File: config.mk
export PLATFORM = sky130hd
export DESIGN_NAME = hv_flt_mon
export DESIGN_NICKNAME = d
export VERILOG_FILES = /design/src/rtl/hv_pkg.sv /design/src/rtl/hv_flt_dgl.sv /design/src/rtl/hv_flt_mon.sv
export SDC_FILE = /design/constraint.sdc
export NUM_CORES = 1
export LEC_CHECK = 0
export ABC_AREA = 1
export BUFFER_PORTS_ARGS = -buffer_cell sky130_fd_sc_hd__buf_2
export CORE_MARGIN = 4
export CORE_UTILIZATION = 50
export DETAILED_ROUTE_END_ITERATION = 12
export PLACE_DENSITY = 0.84
export SETUP_SLACK_MARGIN = 0.15
export SLEW_MARGIN = 25
export SYNTH_ARGS = -nofsm -noshare
export SYNTH_HDL_FRONTEND = slang
export SYNTH_SLANG_ARGS = --single-unit
File: constraint.sdc
create_clock -name i_clk -period 1.8 [get_ports i_clk]
set_input_delay 0.09 -clock i_clk [delete_from_list [all_inputs] [get_ports i_clk]]
set_output_delay 0.09 -clock i_clk [all_outputs]
set_load 0.1 [all_outputs]
File: src/rtl/hv_pkg.sv
// Shared types and defaults for the HV fault monitor.
package hv_pkg;

  localparam int HV_FLT_CH_NUM = 6;

  typedef logic [$clog2(HV_FLT_CH_NUM)-1:0] hv_flt_id_t;

  // Self-test sequencer states, one channel visited per INJ..WAIT_L pass
  typedef enum logic [2:0] {
    BIST_IDLE   = 3'd0,
    BIST_INJ    = 3'd1,
    BIST_WAIT_H = 3'd2,
    BIST_REL    = 3'd3,
    BIST_WAIT_L = 3'd4,
    BIST_DONE   = 3'd5
  } hv_flt_bist_st_e;

endpackage

File: src/rtl/hv_flt_dgl.sv
// One fault channel: 2-flop synchroniser, self-test force, symmetric deglitch.
// live toggles once the synced input has disagreed with it for thr+1 cycles.
module hv_flt_dgl #(
  parameter int DGL_W = 6
) (
  input  logic             i_clk,
  input  logic             i_rst_n,
  input  logic             i_raw,
  input  logic             i_force,
  input  logic [DGL_W-1:0] i_thr,
  output logic             o_live
);

  logic             meta_q, sync_q, live_q, live_d;
  logic [DGL_W-1:0] cnt_q, cnt_d;
  logic             sync_eff;

  // Bring the asynchronous flag into the clock domain
  // NOTE: sequential state uses non-blocking (<=) so every flop samples pre-edge values.
  always_ff @(posedge i_clk or negedge i_rst_n) begin
    if (!i_rst_n) begin
      meta_q <= 1'b0;
      sync_q <= 1'b0;
    end else begin
      meta_q <= i_raw;
      sync_q <= meta_q;
    end
  end

  // Self-test injects after the synchroniser so it is seen on the next deglitch step
  assign sync_eff = i_force | sync_q;

  // Count consecutive disagreement; toggle once the count reaches the threshold
  // NOTE: every always_comb output gets a default first, so no path can infer a latch.
  always_comb begin
    live_d = live_q;
    cnt_d  = '0;
    if (sync_eff != live_q) begin
      if (cnt_q >= i_thr) live_d = ~live_q;
      else                cnt_d  = cnt_q + 1'b1;
    end
  end

  // Deglitch state register
  always_ff @(posedge i_clk or negedge i_rst_n) begin
    if (!i_rst_n) begin
      live_q <= 1'b0;
      cnt_q  <= '0;
    end else begin
      live_q <= live_d;
      cnt_q  <= cnt_d;
    end
  end

  assign o_live = live_q;

endmodule

File: src/rtl/hv_flt_mon.sv
// N-channel HV fault monitor: per-channel deglitch, sticky status, first-fault
// record and a single registered IRQ. Define HV_FLT_BIST_EN to build the
// self-test sequencer that injects each channel in turn; without it the BIST
// outputs are tied low and i_bist_start is ignored.
module hv_flt_mon
  import hv_pkg::*;
#(
  parameter int CH_NUM  = HV_FLT_CH_NUM,
  parameter int DGL_W   = 6,
  parameter int BIST_TO = 80
) (
  input  logic                      i_clk,
  input  logic                      i_rst_n,
  input  logic [CH_NUM-1:0]         i_flt_raw,
  input  logic [CH_NUM-1:0]         i_flt_mask,
  input  logic [CH_NUM*DGL_W-1:0]   i_dgl_thr,
  input  logic                      i_clr_vld,
  input  logic [CH_NUM-1:0]         i_clr_mask,
  output logic [CH_NUM-1:0]         o_flt_live,
  output logic [CH_NUM-1:0]         o_flt_sticky,
  output logic                      o_first_vld,
  output logic [$clog2(CH_NUM)-1:0] o_first_id,
  output logic                      o_flt_irq,
  input  logic                      i_bist_start,
  output logic                      o_bist_busy,
  output logic                      o_bist_done,
  output logic [CH_NUM-1:0]         o_bist_pass
);

  localparam int ID_W = $clog2(CH_NUM);

  logic [CH_NUM-1:0] live, inj, clr, sticky_q, sticky_d;
  logic              first_vld_q, first_vld_d, irq_q;
  logic [ID_W-1:0]   first_id_q, first_id_d;
  logic              busy;

  for (genvar k = 0; k < CH_NUM; k++) begin : g_ch
    hv_flt_dgl #(.DGL_W(DGL_W)) u_dgl (
      .i_clk   (i_clk),
      .i_rst_n (i_rst_n),
      .i_raw   (i_flt_raw[k]),
      .i_force (inj[k]),
      .i_thr   (i_dgl_thr[k*DGL_W +: DGL_W]),
      .o_live  (live[k])
    );
  end

  // Sticky next state: set dominates clear; frozen while self-test runs
  always_comb begin
    clr      = (i_clr_vld && !busy) ? i_clr_mask : '0;
    sticky_d = busy ? sticky_q : ((sticky_q & ~clr) | (live & ~i_flt_mask));
  end

  // First fault: capture lowest newly set index when sticky leaves all-zero
  always_comb begin
    first_vld_d = first_vld_q;
    first_id_d  = first_id_q;
    if (!busy && (sticky_q == '0)) begin
      first_vld_d = |sticky_d;
      first_id_d  = '0;
      for (int k = CH_NUM - 1; k >= 0; k--) begin
        if (sticky_d[k]) first_id_d = ID_W'(k);
      end
    end
  end

  // Status registers; IRQ follows next-state sticky so it appears with it
  always_ff @(posedge i_clk or negedge i_rst_n) begin
    if (!i_rst_n) begin
      sticky_q    <= '0;
      first_vld_q <= 1'b0;
      first_id_q  <= '0;
      irq_q       <= 1'b0;
    end else begin
      sticky_q    <= sticky_d;
      first_vld_q <= first_vld_d;
      first_id_q  <= first_id_d;
      irq_q       <= |sticky_d;
    end
  end

  assign o_flt_live   = live;
  assign o_flt_sticky = sticky_q;
  assign o_first_vld  = first_vld_q;
  assign o_first_id   = first_id_q;
  assign o_flt_irq    = irq_q;

`ifdef HV_FLT_BIST_EN
  localparam int TMR_W = $clog2(BIST_TO + 1);

  hv_flt_bist_st_e   st_q, st_d;
  logic [ID_W-1:0]   ch_q, ch_d;
  logic [TMR_W-1:0]  tmr_q, tmr_d;
  logic [CH_NUM-1:0] pass_q, pass_d;
  logic              last_ch, tmo;

  assign last_ch = (ch_q == ID_W'(CH_NUM - 1));
  assign tmo     = (tmr_q == TMR_W'(BIST_TO - 1));

  // Self-test sequencer: force high, see live rise, release, see live fall
  always_comb begin
    st_d   = st_q;
    ch_d   = ch_q;
    tmr_d  = tmr_q;
    pass_d = pass_q;
    inj    = '0;
    unique case (st_q)
      BIST_IDLE: begin
        if (i_bist_start) begin
          st_d   = BIST_INJ;
          ch_d   = '0;
          pass_d = '0;
        end
      end
      BIST_INJ: begin
        inj[ch_q] = 1'b1;
        tmr_d     = '0;
        st_d      = BIST_WAIT_H;
      end
      BIST_WAIT_H: begin
        inj[ch_q] = 1'b1;
        if (live[ch_q]) begin
          st_d = BIST_REL;
        end else if (tmo) begin
          st_d = last_ch ? BIST_DONE : BIST_INJ;
          ch_d = last_ch ? ch_q : ch_q + 1'b1;
        end else begin
          tmr_d = tmr_q + 1'b1;
        end
      end
      BIST_REL: begin
        tmr_d = '0;
        st_d  = BIST_WAIT_L;
      end
      BIST_WAIT_L: begin
        if (!live[ch_q] || tmo) begin
          if (!live[ch_q]) pass_d[ch_q] = 1'b1;
          st_d = last_ch ? BIST_DONE : BIST_INJ;
          ch_d = last_ch ? ch_q : ch_q + 1'b1;
        end else begin
          tmr_d = tmr_q + 1'b1;
        end
      end
      BIST_DONE: st_d = BIST_IDLE;
      default:   st_d = BIST_IDLE;
    endcase
  end

  // Sequencer state register
  always_ff @(posedge i_clk or negedge i_rst_n) begin
    if (!i_rst_n) begin
      st_q   <= BIST_IDLE;
      ch_q   <= '0;
      tmr_q  <= '0;
      pass_q <= '0;
    end else begin
      st_q   <= st_d;
      ch_q   <= ch_d;
      tmr_q  <= tmr_d;
      pass_q <= pass_d;
    end
  end

  assign busy        = (st_q != BIST_IDLE) && (st_q != BIST_DONE);
  assign o_bist_busy = busy;
  assign o_bist_done = (st_q == BIST_DONE);
  assign o_bist_pass = pass_q;
`else
  logic unused_bist_start;
  assign unused_bist_start = i_bist_start;
  assign inj         = '0;
  assign busy        = 1'b0;
  assign o_bist_busy = 1'b0;
  assign o_bist_done = 1'b0;
  assign o_bist_pass = '0;
`endif

endmodule

==> flow_metrics.tcl <==
set metrics [dict create \
    post-route-drc-count 0 \
    hold_depth 4 \
    synth-xor-area-share_pct 7.03 \
    layout-drive-gt1-share_pct 25.9 \
    syn-instance-count 403 \
    regToRegEndpoint "g_ch[3].u_dgl.cnt_q[4]$_DFF_PN0_" \
    status "finished clean" \
    fin_skew_ns 0.00769 \
    cts_setup_buffers 0 \
    cts_tree "done" \
    start_util_pct 51.5 \
    use_met1_pct 18.5 \
    clockBufferDepth 2 \
    grt_use_met3_pct 5.90 \
    top_usage_layer "met2" \
    synth_compound_area_share_pct 5.12 \
    synth_cell_type_count 29 \
    track_usage_pct 16.4 \
    synth-simple-area-share_pct 20.4 \
    setup_viol 0 \
    leakage_nw 2.48 \
    reg2reg_from "g_ch[3].u_dgl.cnt_q[3]$_DFF_PN0_" \
    grt.overflow.total 0 \
    drv_cap 0 \
    worstHoldStart "i_flt_mask[4]" \
    postSynthAreaPerCell_sq_um 9.27 \
    routedWlPerCell_microns 11.4 \
    drv_slew 0 \
    swShare_pct 49.4 \
    clockPowerShare_pct 18.0 \
    r2r_cells 6 \
    internal-power_mw 3.11 \
    holdCritPathClass "in -> reg" \
    drtIter0Drc 98 \
    end_kind "register" \
    timing_hold_violations_final 0 \
    cts-buffers-inserted 9 \
    reg2reg_slack_ns 0.30 \
    die_w_microns 94.4 \
    synth_top_family_by_area "simple AND/OR/NAND/NOR gates" \
    layout_commonest_cell "buf_2" \
    worst_hold_path.endpoint "o_flt_sticky[4]$_DFF_PN0_" \
    tightestPinTransition_ns 0.512 \
    fmax_mhz 665 \
    num_io_pins 83 \
    core_sq_um 7250 \
    power_mw 6.15 \
    final_nets 591 \
    cts_sinks 65 \
    pwr-share-comb_pct 47.7 \
    crit_required_ns 2.06 \
    critPathKind "reg -> reg" \
    htreeDepth 3 \
    num_vias 2712 \
    yosys_warnings 0 \
    die_height_microns 94.4 \
    crit_path_max_fanout 6 \
    antenna_cells 0 \
    seqPwrFrac_pct 34.3 \
    fin_cells 594 \
    slew_headroom_pct 66.1 \
    nFillCells 617 \
    period_needed_ns 1.50 \
    postRouteAntennaNets 0 \
    rsz0062_at_grt "no" \
    grt_pass1_vias 2738 \
    seq_area_frac_synth_pct 43.5 \
    vias_per_cell 4.57 \
    port_buffers 73 \
    startpoint_type "register" \
    dieArea_sq_um 8920 \
    root_buffer "clkbuf_8" \
    area_growth_syn_to_layout_pct 19.6 \
    use_met2_pct 28.7 \
    grt_pass1_wl_microns 11400 \
    setup_tns_ns 0 \
    grt_max_degree 46 \
    synthAdderAreaFrac_pct 14.1 \
    crit_arrival_ns 1.77 \
    wirelength_microns 6770 \
    path_clk_slew_ns 0.06 \
    max-vdd-ir-drop_mv 0.885 \
    clock_latency_ns 0.33 \
    num_rows 31 \
    final_cell_mix "73 x buf_2, 67 x inv_1, 65 x dfrtp_1, 63 x nand2_1, 42 x ha_1" \
    gp_congestion 0.791 \
    power_switching_mw 3.03 \
    antenna_found_initial 0 \
    place_hpwl_microns 5450 \
    muxShareOfSynthArea_pct 0 \
    syn_area_sq_um 3740 \
    dp_cells 569 \
    synth-seq-cells 65 \
    dr.pass1.iters 4 \
    fin_crit_sh_pct 83.5 \
    powerDensity_nw_per_um2 1380 \
]
## Yosys cell counts
cell       n  share of area [%]
o21ai_4    1               0.44
conb_1     1               0.10
inv_1     67                6.7
nand2_2    3               0.50
nor3_1     2               0.27
nor2_2    13                2.2
o21ai_2    7                1.6
o21a_1     6                1.2
ha_1      42                 14
inv_2      2               0.20
dfrtp_1   65                 44
nand3b_1   6                1.2
o21ai_1    7               0.94
xor2_1    24                5.6
and2_1     1               0.17
nor3_2     2               0.54
nand2_1   63                6.3
nand2_4    1               0.30
a21oi_2    1               0.23
nand3_2    1               0.27
buf_4     14                2.8
xnor2_1    6                1.4
nor3_4     2               0.87
nand3_1   19                2.5
nor2_4     1               0.30
or2_1      1               0.17
nand3_4    2               0.94
a21oi_1    5               0.67
nor2_1    38                3.8
## stage by stage
stage                     instance area (sq um)  setup WS (ns)  util, %  hold WS, ns
after floorplan                            3760          0.229        -       -0.206
after global placement                     4170          0.295     57.4       0.0750
after detailed placement                   4170          0.253     57.4       0.0781
after CTS                                  4450          0.239     61.3       0.0483
after global routing                       4470          0.158     61.6       0.0459
final                                      4470          0.297     61.6       0.0563
## how the worst max path moves through the flow
stage / start / endpoint / slack [ns] / cells after the start
3_5_place_dp: g_ch[2].u_dgl.cnt_q[3]$_DFF_PN0_ / g_ch[2].u_dgl.cnt_q[4]$_DFF_PN0_ / 0.25 / 6
3_3_place_gp: g_ch[2].u_dgl.cnt_q[3]$_DFF_PN0_ / g_ch[2].u_dgl.cnt_q[1]$_DFF_PN0_ / 0.30 / 6
4_1_cts: g_ch[2].u_dgl.cnt_q[3]$_DFF_PN0_ / g_ch[2].u_dgl.cnt_q[4]$_DFF_PN0_ / 0.24 / 6
6_report: g_ch[3].u_dgl.cnt_q[3]$_DFF_PN0_ / g_ch[3].u_dgl.cnt_q[4]$_DFF_PN0_ / 0.30 / 6
5_1_grt: g_ch[3].u_dgl.cnt_q[3]$_DFF_PN0_ / g_ch[3].u_dgl.cnt_q[3]$_DFF_PN0_ / 0.16 / 6
2_1_floorplan: o_flt_sticky[4]$_DFF_PN0_ / o_first_id[0]$_DFFE_PN0N_ / 0.23 / 9
## worst max-delay path, stage by stage, from the launching register on
cell     delay [ns]
dfrtp_1        0.42
ha_1           0.32
nand2_1        0.07
a21oi_1        0.06
nor3_1         0.25
nand3_2        0.19
nor2_1         0.13
## cell families (layout without fill, tap and decap cells)
group | count (synthesis) | in the layout
and+or+nand+nor | 155 | 155
other | 1 | 8
xor gates and xnor gates | 30 | 30
adders and majority gates | 42 | 42
DFF | 65 | 65
buffers and inverters | 83 | 168
AOI/OAI and AO/OA | 27 | 27
## layout make-up
class                      instances  area (sq um)  area share [%]
clock buffer                      13           169            3.78
clock inverter                     2          12.5           0.280
inverter                          69           259            5.80
multi-input combinational        262          1790            40.1
sequential                        65          1630            36.4
tap                               99           124            2.77
timing repair buffer              84           485            10.9
## power by group through the flow
stage	sequential [mW]	clock [mW]	combinational [mW]
after floorplan	2.83	0	1.75
after global placement	2.12	0	2.86
after detailed placement	2.14	0	2.92
after CTS	2.11	1.15	2.96
after global routing	2.17	1.21	3.18
final	2.11	1.11	2.93
## sequential cells by signal, summed over array words and instances (netlist names)
signal,flops
g_ch.u_dgl.o_live,6
o_first_vld,1
o_flt_irq,1
g_ch.u_dgl.meta_q,6
g_ch.u_dgl.sync_q,6
o_flt_sticky,6
g_ch.u_dgl.cnt_q,36
o_first_id,3
## repair_timing
action / in CTS / in global routing
endpoints found under the setup margin: 0 / 18
endpoints found under the hold margin: 29 / 0
hold buffers: 10 / 0
gates resized for setup: 0 / 4
## routing by layer
| metal | part of all wire, % | vias to the layer above | wire length, microns |
|---|---|---|---|
| li1 | - | 1412 | - |
| met1 | 43 | 1212 | 2880 |
| met2 | 49 | 74 | 3310 |
| met3 | 6.5 | 14 | 440 |
| met4 | 2.0 | 0 | 136 |
| met5 | 0 | - | 0 |
Power figures use the tool's default switching activity.
